**src/rtl/op_unit_mc.sv**
```systemverilog
// Multi-channel arithmetic engine: per-channel operand/result register banks
// sharing one multi-cycle add/sub/mul/compare datapath.

module op_unit_mc_ch #(
  parameter int DW = 32
) (
  input  logic          clk,
  input  logic          rstn,
  input  logic          we_mode,
  input  logic          we_opa,
  input  logic          we_opb,
  input  logic [DW-1:0] wdata,
  input  logic          start,
  input  logic          rej,
  input  logic          cmpl,
  input  logic [DW-1:0] cres,
  input  logic          covf,
  input  logic          rclr,
  output logic [1:0]    mode,
  output logic [DW-1:0] opa,
  output logic [DW-1:0] opb,
  output logic [DW-1:0] res,
  output logic          done,
  output logic          err,
  output logic          ovf
);
  always_ff @(posedge clk or negedge rstn) begin
    if (!rstn) begin
      mode <= '0;
      opa  <= '0;
      opb  <= '0;
      res  <= '0;
      done <= 1'b0;
      err  <= 1'b0;
      ovf  <= 1'b0;
    end else begin
      if (we_mode) mode <= wdata[1:0];
      if (we_opa)  opa  <= wdata;
      if (we_opb)  opb  <= wdata;
      if (start) begin
        done <= 1'b0;
        err  <= 1'b0;
        ovf  <= 1'b0;
      end
      if (rej) err <= 1'b1;
      // completion set is ordered after read-clear so it wins
      if (rclr) done <= 1'b0;
      if (cmpl) begin
        res  <= cres;
        ovf  <= covf;
        done <= 1'b1;
      end
    end
  end
endmodule

module op_unit_mc #(
  parameter int DW  = 32,
  parameter int NCH = 4,
  parameter int LAT = 3
) (
  input  logic                   clk,
  input  logic                   rstn,
  input  logic [$clog2(NCH)+2:0] addr,
  input  logic [DW-1:0]          wdata,
  input  logic                   wr,
  input  logic                   rd,
  output logic [DW-1:0]          rdata,
  output logic                   rvalid,
  output logic                   busy,
  output logic                   done_irq
);
  localparam int CW = $clog2(NCH);
  localparam int LW = $clog2(LAT+1);

  typedef enum logic {IDLE, EXEC} state_t;
  state_t state_q, state_d;

  logic [CW-1:0] ch;
  logic [2:0]    off;
  logic          wr_cmd, start, rej, cmpl, rd_ok;

  logic [LW-1:0] cnt;
  logic [DW-1:0] a_q, b_q;
  logic [1:0]    md_q, op_q;
  logic [CW-1:0] ch_q;

  logic [NCH-1:0][1:0]    mode_c;
  logic [NCH-1:0][DW-1:0] opa_c, opb_c, res_c;
  logic [NCH-1:0]         done_c, err_c, ovf_c;

  logic [DW-1:0] cres, rmux;
  logic          covf;

  assign ch     = addr[CW+2:3];
  assign off    = addr[2:0];
  assign wr_cmd = wr && (off == 3'd3);
  assign start  = wr_cmd && (state_q == IDLE);
  assign rej    = wr_cmd && (state_q == EXEC);
  assign cmpl   = (state_q == EXEC) && (cnt == LW'(1));
  assign rd_ok  = rd && !wr;
  assign busy   = (state_q == EXEC);

  for (genvar i = 0; i < NCH; i++) begin : g_ch
    logic sel, csel;
    assign sel  = (ch == CW'(i));
    assign csel = (ch_q == CW'(i));
    op_unit_mc_ch #(.DW(DW)) u_ch (
      .clk     (clk),
      .rstn    (rstn),
      .we_mode (wr && sel && off == 3'd0),
      .we_opa  (wr && sel && off == 3'd1),
      .we_opb  (wr && sel && off == 3'd2),
      .wdata   (wdata),
      .start   (start && sel),
      .rej     (rej && sel),
      .cmpl    (cmpl && csel),
      .cres    (cres),
      .covf    (covf),
      .rclr    (rd_ok && sel && off == 3'd3),
      .mode    (mode_c[i]),
      .opa     (opa_c[i]),
      .opb     (opb_c[i]),
      .res     (res_c[i]),
      .done    (done_c[i]),
      .err     (err_c[i]),
      .ovf     (ovf_c[i])
    );
  end

  always_ff @(posedge clk or negedge rstn) begin
    if (!rstn) state_q <= IDLE;
    else       state_q <= state_d;
  end

  always_comb begin
    state_d = state_q;
    case (state_q)
      IDLE:    if (start) state_d = EXEC;
      EXEC:    if (cmpl)  state_d = IDLE;
      default: state_d = IDLE;
    endcase
  end

  always_ff @(posedge clk or negedge rstn) begin
    if (!rstn) begin
      cnt      <= '0;
      a_q      <= '0;
      b_q      <= '0;
      md_q     <= '0;
      op_q     <= '0;
      ch_q     <= '0;
      done_irq <= 1'b0;
    end else begin
      done_irq <= cmpl;
      if (start) begin
        cnt  <= LW'(LAT);
        a_q  <= opa_c[ch];
        b_q  <= opb_c[ch];
        md_q <= mode_c[ch];
        op_q <= wdata[1:0];
        ch_q <= ch;
      end else if (state_q == EXEC) begin
        cnt <= cnt - LW'(1);
      end
    end
  end

  // Datapath works on the latched operands, so later register writes can't disturb it.
  logic            sgn, sat, sat_hi, lt;
  logic [DW:0]     sum_u, dif_u;
  logic [2*DW-1:0] ax, bx, prod;
  logic [DW-1:0]   raw;

  always_comb begin
    sgn   = md_q[0];
    sat   = md_q[1];
    sum_u = {1'b0, a_q} + {1'b0, b_q};
    dif_u = {1'b0, a_q} - {1'b0, b_q};
    ax    = sgn ? {{DW{a_q[DW-1]}}, a_q} : {{DW{1'b0}}, a_q};
    bx    = sgn ? {{DW{b_q[DW-1]}}, b_q} : {{DW{1'b0}}, b_q};
    prod  = ax * bx;
    lt    = sgn ? ($signed(a_q) < $signed(b_q)) : (a_q < b_q);
    raw    = '0;
    covf   = 1'b0;
    sat_hi = 1'b0;
    case (op_q)
      2'b00: begin
        raw    = sum_u[DW-1:0];
        covf   = sgn ? (a_q[DW-1] == b_q[DW-1]) && (raw[DW-1] != a_q[DW-1]) : sum_u[DW];
        sat_hi = sgn ? !a_q[DW-1] : 1'b1;
      end
      2'b01: begin
        raw    = dif_u[DW-1:0];
        covf   = sgn ? (a_q[DW-1] != b_q[DW-1]) && (raw[DW-1] != a_q[DW-1]) : dif_u[DW];
        sat_hi = sgn ? !a_q[DW-1] : 1'b0;
      end
      2'b10: begin
        raw    = prod[DW-1:0];
        covf   = sgn ? (prod[2*DW-1:DW] != {DW{prod[DW-1]}}) : (|prod[2*DW-1:DW]);
        sat_hi = sgn ? !(a_q[DW-1] ^ b_q[DW-1]) : 1'b1;
      end
      default: raw = {{(DW-1){1'b0}}, lt};
    endcase
    cres = raw;
    if (sat && covf) begin
      if (sgn) cres = sat_hi ? {1'b0, {(DW-1){1'b1}}} : {1'b1, {(DW-1){1'b0}}};
      else     cres = sat_hi ? {DW{1'b1}} : {DW{1'b0}};
    end
  end

  always_comb begin
    rmux = '0;
    case (off)
      3'd0:    rmux = {{(DW-2){1'b0}}, mode_c[ch]};
      3'd1:    rmux = opa_c[ch];
      3'd2:    rmux = opb_c[ch];
      3'd3:    rmux = {{(DW-4){1'b0}}, busy && (ch_q == ch), ovf_c[ch], err_c[ch], done_c[ch]};
      3'd4:    rmux = res_c[ch];
      default: rmux = '0;
    endcase
  end

  always_ff @(posedge clk or negedge rstn) begin
    if (!rstn) begin
      rdata  <= '0;
      rvalid <= 1'b0;
    end else begin
      rvalid <= rd_ok;
      if (rd_ok) rdata <= rmux;
    end
  end
endmodule

```
**config.mk**
```make
export PLATFORM = sky130hd
export DESIGN_NAME = op_unit_mc
export DESIGN_NICKNAME = d
export VERILOG_FILES = /design/src/rtl/op_unit_mc.sv
export SDC_FILE = /design/constraint.sdc
export NUM_CORES = 2
export LEC_CHECK = 0
export CORE_MARGIN = 2
export CORE_UTILIZATION = 42
export DETAILED_ROUTE_END_ITERATION = 16
export PLACE_DENSITY = 0.57
export SYNTH_ARGS = -nofsm -noshare
export SYNTH_HDL_FRONTEND = slang
export SYNTH_SLANG_ARGS = --single-unit
```
**constraint.sdc**
```tcl
create_clock -name clk -period 11.44 [get_ports clk]
set_clock_uncertainty 0.2 [all_clocks]
set_input_delay 1.716 -clock clk [delete_from_list [all_inputs] [get_ports clk]]
set_output_delay 1.716 -clock clk [all_outputs]
set_load 0.02 [all_outputs]
```
# Word level (Yosys, flattened, before mapping)
# Index checks and enable logic that the tools add are counted.
# totals
ff_bits	511
out_inout_bits	35
# op_classes
add_sub_neg	3
n_mul	1
order_cmp	3
eq_ne	19
mux	56
bitwise	2
n_reduce_logical	66
# ops
operator	n
$mux 32	7
$bmux 32 s2	3
$pmux 32 s5	1
$mux 64	2
$pmux 32 s3	1
$lt 32x32->1	2
$mul 64x64->64	1
$logic_and 1x1->1	45
$add 32x32->33	1
$sub 32x32->33	1
$mux 1	32
$ne 32x32->1	1
$reduce_or 32->1	1
$reduce_bool 2->1	9
$reduce_bool 3->1	4
$eq 2x2->1 const B	5
$eq 2x1->1 const B	4
$bmux 1 s2	3
$eq 3x2->1 const B	2
$logic_not 2->1	3
$mux 2	3
$pmux 1 s3	2
$bmux 2 s2	1
$eq 3x1->1 const B	1
other kinds (11)	15

# Longest topological paths before layout
# depth
ltp_word	7
ltp_mapped	42
ltp_nobuf	35

# Modules after synthesis
# From an unflattened synthesis, not the netlist that was laid out.
# hier_totals
cells_unflattened	6955
hier_area_um2	74864.3
# modules_own_cells
module	n_inst	cells_per_inst	area_per_inst_um2	seq_area_each_um2
op_unit_mc	1	6087	58263.4	2677.6
op_unit_mc_ch	4	217	4150.2	2527.4

# Worst setup path before layout
# OpenSTA, ideal clock, no wires.
# synth_path
path_type	reg2reg
startpoint	register md_q[0]
endpoint	register g_ch[0].u_ch.res[4]
setup_ps	143
t_arrival_ps	10346
path_slack_ps	751
stages_incl_launch_ff	34
period_less_slack_ps	10689
cell_sequence	dfrtp_1 -> clkbuf_1 -> clkbuf_1 -> clkbuf_1 -> clkbuf_1 -> and3_1 -> fa_1 -> inv_1 -> fa_1 -> fa_1 -> fa_1 -> fa_1 -> fa_1 -> fa_1 -> fa_1 -> fa_1 -> inv_1 -> fa_1 -> ha_1 -> clkbuf_1 -> a21oi_1 -> o21ai_0 -> nand2b_1 -> a211o_1 -> o211a_1 -> a2111oi_0 -> or4b_1 -> nand4b_4 -> o41ai_4 -> a21oi_1 -> nand2_1 -> buf_4 -> buf_4 -> a311oi_1
# synth_between
elab_chain_cells	7
# synth_lines
element	line	rtl
start: declaration	85	logic [1:0] md_q, op_q;
start signal: assignment	160	md_q <= mode_c[ch];
$mux 64, on equally long branches	180, 181	
$mul 64x64->64	182	prod = ax * bx;
$ne 32x32->1 or $reduce_or 32->1 (tied branches)	200	covf = sgn ? (prod[2*DW-1:DW] != {DW{prod[DW-1]}}) : (|prod[2*DW-1:DW]);
$mux 1	200	
$pmux 1 s3	187	case (op_q)
$logic_and 1x1->1	206	if (sat && covf) begin
$mux 32 *	206	
end signal: assignment	49	res <= cres;
end: declaration	22	output logic [DW-1:0] res,
# Mark *: on every way between the ends. The rest lies on a longest branch, timed or not.
# A chain may end at the register's enable or synchronous reset.

# Worst setup path in the final report
# layout_path
startpoint	register a_q[6]
endpoint	register g_ch[0].u_ch.res[12]
# layout_between
elab_chain_cells	7
# layout_lines
element	line	rtl
start: declaration	84	logic [DW-1:0] a_q, b_q;
start signal: assignment	158	a_q <= opa_c[ch];
$mux 64 (tied with other cells)	180	ax = sgn ? {{DW{a_q[DW-1]}}, a_q} : {{DW{1'b0}}, a_q};
$mul 64x64->64 (tied with other cells)	182	
$ne 32x32->1 (tied with other cells)	200	
$mux 1, on equally long branches	200, 190, 195	
$pmux 1 s3	187	
$logic_and 1x1->1	206	
$mux 32 *	206	
# Marks and branches as above.

==> results.py <==
metrics = {
    "timing": {
        "period_share": 0.962,
        "drv_slew": 0,
        "hold_viol": 0,
        "fin_crit_ns": 11.01,
        "setup_viol": 0,
        "worstMarginPinSlew_ns": 1.36,
        "slew_headroom": 0.0864,
        "clock.fmax_ghz": 0.0909,
    },
    "global_routing": {
        "grt_overflow": 0,
        "grtUsageMet1": 0.415,
        "antenna_found_initial": 15,
        "grt_max_degree": 139,
        "use_met3": 0.0639,
        "grt_use_met2": 0.436,
        "grt_pass1_vias": 56000,
        "grt_pass1_wl_um": 370000,
        "busiest_layer": "met2",
        "grtUsageTotal": 0.283,
    },
    "worst_hold_path": {
        "min-delay-start": "g_ch[1].u_ch.done$_DFFE_PN0P_",
        "hold_depth": 2,
        "hold_path.class": "register to register",
        "hold_end": "g_ch[1].u_ch.done$_DFFE_PN0P_",
    },
    "critical_path": {
        "r2r-start": "a_q[6]$_DFFE_PN0P_",
        "timing_worst_setup_path_type": "register to register",
        "cp_max_fo": 25,
        "crit_family": "adder cells",
        "timing.rr.end": "g_ch[0].u_ch.res[12]$_DFFE_PN0P_",
        "worst-endpoint-required_ns": 11.78,
        "critical_path_arrival_ns": 11.34,
        "cpMostUsedCell": "fa_1",
        "start_kind": "register",
        "endpoint_kind": "register",
        "slowest_delay_ns": 0.57,
        "ff2ff_setup_slack_ns": 0.43,
        "reg2regPathDepth": 36,
        "cpMaxStageDelayCell": "dfrtp_2",
        "crit_buf_inv": 11,
    },
    "synth": {
        "ys_seq_area_frac": 0.175,
        "yosysUniqueCellTypes": 82,
        "syn_inst": 7050,
        "synth_top_area_frac": 0.393,
        "synth_fp_nets": 8890,
        "synth_edf_count": 0,
        "synth_ff_type": "dfrtp_1",
        "async_flop_share": 1.00,
        "synth_seq_cells": 511,
        "netlist_area_um2": 73000,
        "yosysWarningCount": 0,
        "synth_top_cell_by_area": "fa_1",
        "yosys-top-cells-area": "fa_1, dfrtp_1, ha_1",
        "syn_area_per_cell_um2": 10.4,
    },
    "job": {
        "cap_violations": 0,
    },
    "clocking": {
        "postCtsHoldBufs": 0,
        "cts_buffers": 54,
        "htreeDepth": 2,
        "clock_sinks": 511,
        "clkSlewWorstSetupHoldPaths_ns": 0.07,
        "clock_latency_ns": 0.68,
        "clk_path_buf_depth": 3,
        "cts_tree": "yes",
        "root_buffer": "clkbuf_16",
    },
    "die": {
        "core_um2": 172000,
        "die_y_um": 421,
        "start_util": 0.424,
        "dieArea_um2": 177000,
        "io_pins": 76,
        "die_x_um": 421,
        "rows": 152,
    },
    "place": {
        "hpwl_um": 198000,
        "io_buffers": 75,
        "gp_congestion": 0.953,
        "placed_cells": 9327,
    },
    "layout": {
        "fin_util": 0.465,
        "fillerInstances": 16100,
        "syn_to_final_growth_pct": 9.57,
        "final_common_cell": "fa_1",
        "final_nets": 8914,
        "drive_above_1_share": 0.127,
        "final_cell_mix": "fa_1, inv_1, nand2_1",
        "layout.cells.non_filler": 9429,
    },
    "route": {
        "ant_nets": 0,
        "viasPerCell": 5.55,
        "drc": 0,
        "wire_per_inst_um": 25.8,
        "routed_wl_um": 243000,
        "drt_iter0_drc": 4490,
        "vias": 52300,
        "first_pass_iters": 6,
    },
    "run_status": {
        "status": "finished clean",
    },
}
cell type report:
class	count	area, um2	area share
Inverter	1150	4320	0.0540
Clock buffer	82	1630	0.0203
Tap cell	2310	2890	0.0361
Antenna cell	1	2.50	0.0000313
Timing Repair Buffer	396	3610	0.0451
Clock inverter	18	302	0.00377
Multi-Input combinational cell	4961	54400	0.680
Sequential cell	511	12800	0.160
repair_timing:
item                       in CTS  in global routing
setup endpoints to repair       0                132
setup buffers                   0                  1
gates resized for setup         0                 39
cells in the mapped netlist (30+ instances only):
library cell and n:
clkbuf_1 352, nand4_1 33, nand2_1 812, nor3_1 50, o21ai_0 178, xnor2_1 106
and3_1 57, a22oi_1 47, and2_1 415, fa_1 1431, nand3_1 30, dfrtp_1 511
a211oi_1 61, mux4_2 101, ha_1 368, a311oi_1 85, buf_1 51, nor2_1 295
a21oi_1 176, a21o_1 33, a22o_1 34, mux2_2 306, inv_1 1150, xor2_1 35
kinds of logic (layout without fill, tap and decap cells):
kind of cell	after synthesis	in the layout	share of synthesized area
compound gates	802	802	0.0745
xor+xnor	141	141	0.0169
fa+ha+maj	1799	1799	0.456
buf+inv	1578	1646	0.0818
flops	511	511	0.175
mux	421	421	0.0803
other cells	0	1	0
simple gates	1798	1798	0.116
worst min-delay path: cells and delay by family, from the launching register on:
kind / cells / cell delay [ns]
AND/OR/NAND/NOR: 2 / 0.10
flip-flops: 1 / 0.34
metal layers:
layer  vias to the layer above  part of all wire  wire length, um
met1                     27700              0.44           108000
met4                        12             0.017             4130
li1                      22400                 -                -
met5                         -           0.00034               82
met3                       251             0.090            21800
met2                      1938              0.45           110000
worst max path at each step:
stage / startpoint / endpoint / slack, ns / depth (start not counted)
after floorplan: md_q[0]$_DFFE_PN0P_ / g_ch[0].u_ch.res[4]$_DFFE_PN0P_ / 0.75 / 33
after global placement: a_q[22]$_DFFE_PN0P_ / g_ch[3].u_ch.res[20]$_DFFE_PN0P_ / 0.27 / 32
after detailed placement: b_q[13]$_DFFE_PN0P_ / g_ch[2].u_ch.res[6]$_DFFE_PN0P_ / 0.21 / 30
after CTS: b_q[13]$_DFFE_PN0P_ / g_ch[2].u_ch.res[24]$_DFFE_PN0P_ / 0.17 / 30
after global routing: b_q[13]$_DFFE_PN0P_ / g_ch[0].u_ch.res[5]$_DFFE_PN0P_ / -0.002 / 31
final: a_q[6]$_DFFE_PN0P_ / g_ch[0].u_ch.res[12]$_DFFE_PN0P_ / 0.43 / 36
state kept, by name, summed over array words and instances, names as in the netlist, 8 cells and up:
signal,flops
b_q,32
g_ch.u_ch.res,128
g_ch.u_ch.opb,128
g_ch.u_ch.opa,128
g_ch.u_ch.mode,8
rdata,32
a_q,32
per-stage QoR:
step | setup slack, ns | setup TNS (ns) | hold WS (ns) | instance area [um2]
after floorplan | 0.751 | 0 | 0.241 | 73000
after global placement | 0.268 | 0 | 0.260 | 77900
after detailed placement | 0.210 | 0 | 0.267 | 77900
after CTS | 0.168 | 0 | 0.283 | 79900
after global routing | -0.00193 | -0.00314 | 0.303 | 80000
final | 0.434 | 0 | 0.279 | 80000
Power is not shown: default switching activity piles up to over one toggle a cycle in this logic, so the estimate is an artifact.
